<file path="config.mk">
export PLATFORM = sky130hd
export DESIGN_NAME = inst_issue_queue
export DESIGN_NICKNAME = d
export VERILOG_FILES = /design/src/rtl/inst_issue_queue.sv
export SDC_FILE = /design/constraint.sdc
export NUM_CORES = 2
export LEC_CHECK = 0
export ABC_AREA = 1
export CAP_MARGIN = 30
export CORE_UTILIZATION = 45
export CTS_BUF_LIST = sky130_fd_sc_hd__clkbuf_8
export DETAILED_ROUTE_END_ITERATION = 12
export GPL_ROUTABILITY_DRIVEN = 1
export REMOVE_ABC_BUFFERS = 1
export SLEW_MARGIN = 20
export SYNTH_ARGS = -nofsm -noshare
export SYNTH_HDL_FRONTEND = slang
export SYNTH_SLANG_ARGS = --single-unit
</file>
<file path="constraint.sdc">
create_clock -name clk -period 7.2 [get_ports clk]
set_clock_uncertainty 0.05 [all_clocks]
set_input_delay 1.8 -clock clk [delete_from_list [all_inputs] [get_ports clk]]
set_output_delay 1.8 -clock clk [all_outputs]
set_load 0.05 [all_outputs]
</file>
<file path="src/rtl/inst_issue_queue.sv">
// Instruction queue between IF and ID: circular {pc,inst} store, multi-entry push/pop, flush.
// Optional macro IQ_BYPASS_EN forwards pushed words straight to issue_* while the queue is empty.
module inst_issue_queue #(
  parameter int FETCH_WIDTH = 2,
  parameter int ISSUE_WIDTH = 2,
  parameter int DEPTH       = 16
) (
  input  logic                             clk,
  input  logic                             rst,
  input  logic                             flush,
  input  logic                             push_valid,
  input  logic [$clog2(FETCH_WIDTH+1)-1:0] push_count,
  input  logic [31:0]                      push_pc,
  input  logic [FETCH_WIDTH*32-1:0]        push_inst,
  output logic                             push_ready,
  input  logic [$clog2(ISSUE_WIDTH+1)-1:0] pop_count,
  output logic [ISSUE_WIDTH-1:0]           issue_valid,
  output logic [ISSUE_WIDTH*32-1:0]        issue_inst,
  output logic [ISSUE_WIDTH*32-1:0]        issue_pc,
  output logic [$clog2(DEPTH+1)-1:0]       count,
  output logic                             empty,
  output logic                             full
);

  localparam int AW = $clog2(DEPTH);
  localparam int CW = $clog2(DEPTH+1);

  logic [DEPTH-1:0][31:0] mem_pc;
  logic [DEPTH-1:0][31:0] mem_inst;
  logic [AW-1:0]          head;
  logic [AW-1:0]          tail;
  logic                   push_fire;
  logic                   bypass_act;
  int                     push_n;
  int                     pop_n;
  int                     skip_n;

  // Ready looks only at the registered count, so a same-cycle pop never feeds back into IF.
  assign push_ready = (CW'(DEPTH) - count) >= CW'(FETCH_WIDTH);
  assign empty      = (count == '0);
  assign full       = (count == CW'(DEPTH));
  assign push_fire  = push_valid & push_ready & ~flush;

`ifdef IQ_BYPASS_EN
  assign bypass_act = (count == '0) && push_fire && (push_count != '0);
`else
  assign bypass_act = 1'b0;
`endif

  // In bypass the first pop_count pushed words are consumed directly and never stored.
  always_comb begin
    push_n = push_fire ? 32'(push_count) : 0;
    pop_n  = flush ? 0 : 32'(pop_count);
    skip_n = bypass_act ? pop_n : 0;
  end

  always_ff @(posedge clk or negedge rst) begin
    if (!rst) begin
      head  <= '0;
      tail  <= '0;
      count <= '0;
    end else if (flush) begin
      head  <= '0;
      tail  <= '0;
      count <= '0;
    end else begin
      tail  <= tail + AW'(push_n - skip_n);
      head  <= bypass_act ? head : head + AW'(pop_n);
      count <= CW'(32'(count) + 32'(push_n) - 32'(pop_n));
    end
  end

  for (genvar e = 0; e < DEPTH; e++) begin : g_entry
    logic        we;
    logic [31:0] wpc;
    logic [31:0] winst;

    always_comb begin
      we    = 1'b0;
      wpc   = '0;
      winst = '0;
      for (int j = 0; j < FETCH_WIDTH; j++) begin
        if (j >= skip_n && j < push_n && (tail + AW'(j - skip_n)) == AW'(e)) begin
          we    = 1'b1;
          wpc   = push_pc + 32'(4 * j);
          winst = push_inst[32*j +: 32];
        end
      end
    end

    always_ff @(posedge clk) begin
      if (we) begin
        mem_pc[e]   <= wpc;
        mem_inst[e] <= winst;
      end
    end
  end

  for (genvar i = 0; i < ISSUE_WIDTH; i++) begin : g_issue
    logic [AW-1:0] rd_idx;
    logic          fifo_hit;
    logic          byp_hit;
    logic [31:0]   byp_pc;
    logic [31:0]   byp_inst;

    assign rd_idx   = head + AW'(i);
    assign fifo_hit = count > CW'(i);

    if (i < FETCH_WIDTH) begin : g_byp
      assign byp_hit  = bypass_act && (push_n > i);
      assign byp_pc   = push_pc + 32'(4 * i);
      assign byp_inst = push_inst[32*i +: 32];
    end else begin : g_nobyp
      assign byp_hit  = 1'b0;
      assign byp_pc   = '0;
      assign byp_inst = '0;
    end

    assign issue_valid[i]       = byp_hit | fifo_hit;
    assign issue_pc[32*i +: 32]   = byp_hit ? byp_pc   : (fifo_hit ? mem_pc[rd_idx]   : 32'h0);
    assign issue_inst[32*i +: 32] = byp_hit ? byp_inst : (fifo_hit ? mem_inst[rd_idx] : 32'h0);
  end

  // Illegal-input guards; flush discards the cycle's push and pop so it is exempt.
  always_ff @(posedge clk) begin
    if (rst && !flush) begin
      assert (!push_valid || 32'(push_count) <= 32'(FETCH_WIDTH))
        else $error("push_count exceeds FETCH_WIDTH");
      assert (32'(pop_count) <= 32'($countones(issue_valid)))
        else $error("pop_count exceeds valid issue slots");
    end
  end

endmodule

</file>
==> flow_summary.toml <==
[global_routing]
overflow = 0
grt_max_degree = 298
antenna_found_initial = 20
grt_pass1_vias = 61507
globalRouteTotalUtil_pct = 36.91
grt_pass1_wl_mm = 410.9

[timing]
finalSetupViolCount = 0
fmax_mhz = 141.3
final-max-slew-violation-count = 0
fin_crit_ps = 7075
finalHoldViolations = 0
relSlewSlack_pct = 22.78
period_share_pct = 98.26
holdWs_ps = 547.7
worstMarginPinSlew_ps = 1158
rsz0062_at_grt = "false"

[floorplanning]
fp.coreArea_um2 = 147800
dieArea_um2 = 150500
start_util_pct = 45.34
die_h_um = 388.0
fp.dieW_um = 388.0
rows = 141
pin_count = 242

[cts]
cts.clk_slew.worst_paths_ps = 50
cts_buffer_depth = 3
cts-root-buf = "clkbuf_8"
cts_resized = 0
cts_buffers = 192
cts_setup_buffers = 0
cts_sinks = 1037
htreeDepth = 4
cts_tree = "yes"
clock_latency_ps = 960
ctsHoldBuffers = 0

[drt]
drt_wl_total_mm = 287.6
firstDrtPassIters = 8
ant_nets = 0
drt_iter0_drc = 10527
wl_per_cell_um = 26.51
vias_per_cell = 6.206
vias = 67340
drc_errors = 0

[final_layout]
drive_gt1_share_pct = 5.834
area_delta_synth_final_pct = 10.50
multi_input_area_um2 = 29690
fillers = 14044
regArea_um2 = 31090
finish.utilization_pct = 50.10
fin_cells = 10850
nNetsFinal = 8885

[placement]
gp_congestion = 0.8914
hpwlAfterDp_mm = 150.3
numPortBuffers = 241
dp.cells = 10485

[logic_synthesis]
yosysSeqAreaShare_pct = 46.36
synth_warnings = 0
ys_top_cells_by_count = "nand2_1, nand3_1, edfxtp_1"
yosysUniqueCellTypes = 42
synth_edf_count = 1024
syn_inst = 9029
synth_area_leaders = "edfxtp_1, nand2_1, nand3_1"
synth_seq_cells = 1037
ys_async_sr_fraction_pct = 1.254
ys.flop_type = "edfxtp_1"
avgSynthCellArea_um2 = 7.424
yosys.area.top_type = "edfxtp_1"
syn_area_um2 = 67030
yosysTopAreaCellShare_pct = 45.87
yosysMostFrequentCell = "nand2_1"

[pwr]
p_per_area_nw_per_um2 = 247.1
intPower_mw = 10.99
ir_worst_vdd_uv = 520.5
pwr-share-clk_pct = 29.7
p_leak_nw = 31.20
net-switching-power_mw = 7.321
seqPwrFrac_pct = 36.8
p_comb_share_pct = 33.5
power_mw = 18.31
p_sw_share_pct = 39.99

[setup_path]
timing_worst_setup_path_type = "flop to output port"
cp-start-kind = "flop"
arrival_ps = 5230
worstSetupEndpointType = "output port"
critPathMaxFanout = 76
cp.required_ps = 5350

[outcome]
status = "complete, no violations"

[run]
drv_cap = 0

[hold_path]
hp-class = "flop to flop"
-- final cells by class --
type	instances	area share, %
flip-flops and latches	1037	41.97
multi-input cells	6361	40.09
repair buffers	427	6.149
inverters	739	3.829
clock buffers	200	3.716
well taps	1930	3.260
clock inverters	149	0.9629
diodes	7	0.02365
-- cell families after synthesis --
kind of cell               count (synthesis)  share of synthesized area [%]
and+or+nand+nor                         4334                          26.66
AOI/OAI and AO/OA                       1977                          16.09
buffers and inverters                   1631                          9.951
DFF                                     1037                          46.36
xor gates and xnor gates                  27                         0.4648
adders and majority gates                 23                         0.4741
-- placed cells by master, fill, tap and decap left out, types with 136 or more instances in the layout --
cell type        synthesis  routed
nand2_1               3106    3104
nand3_1               1052    1052
edfxtp_1              1024    1024
a21oi_1                810     810
o21ai_0                811     800
inv_1                  723     798
o211ai_1               345     345
clkdlybuf4s50_1          0     234
clkbuf_8                 0     200
buf_4                   24     136
-- flip-flops by register name (all words and copies together), names as in the netlist --
register	flops
count	5
tail	4
head	4
mem_inst	512
mem_pc	512
-- power groups by stage --
| stage | clock network [mW] | registers, mW | logic, mW |
|---|---|---|---|
| 2_1_floorplan | 0 | 7.04 | 3.77 |
| 3_3_place_gp | 0 | 6.85 | 5.91 |
| 3_5_place_dp | 0 | 6.86 | 5.98 |
| 4_1_cts | 5.44 | 6.73 | 6.00 |
| 5_1_grt | 5.68 | 6.74 | 6.42 |
| 6_report | 5.43 | 6.73 | 6.14 |
-- worst max-delay path, stage by stage, from the launching register on --
cell and delay, ps:
dfrtp_4 870, ha_4 420, inv_8 560, buf_12 370, a21oi_1 60, o21ai_0 110, nand3_1 100, nand3_1 120
nand2_1 70, a21oi_1 490, clkdlybuf4s50_1 920
-- metal layers --
| layer | global-route usage [%] | vias up | share of wire, % |
|---|---|---|---|
| met5 | 0 | - | 0.051 |
| met4 | 18.55 | 22 | 5.2 |
| met3 | 9.449 | 1000 | 15 |
| met2 | 55.35 | 5212 | 43 |
| met1 | 49.29 | 31447 | 37 |
| li1 | - | 29659 | - |
-- worst paths after layout --
path / start / to / slack (ps) / cells past startpoint
max: head[1] / issue_pc[56] / 120 / 10
min: tail[3] / tail[3] / 550 / 2
max reg2reg: count[1] / mem_inst[381] / 2940 / 14
min reg2reg: tail[3] / tail[3] / 550 / 2
max in group asynchronous: rst / head[0] / 5130 / 1
min in group asynchronous: rst / count[4] / 1300 / 1
-- stage by stage --
step	TNS (ps)	cell area, um2	worst slack [ps]
3_3_place_gp	0	70190	1240
3_5_place_dp	0	70380	1247
5_1_grt	0	74070	80.70
2_1_floorplan	-6919650	63140	-46830
4_1_cts	0	73850	204.6
6_report	0	74070	124.9
Note: power is estimated with default switching activity, not from simulation.
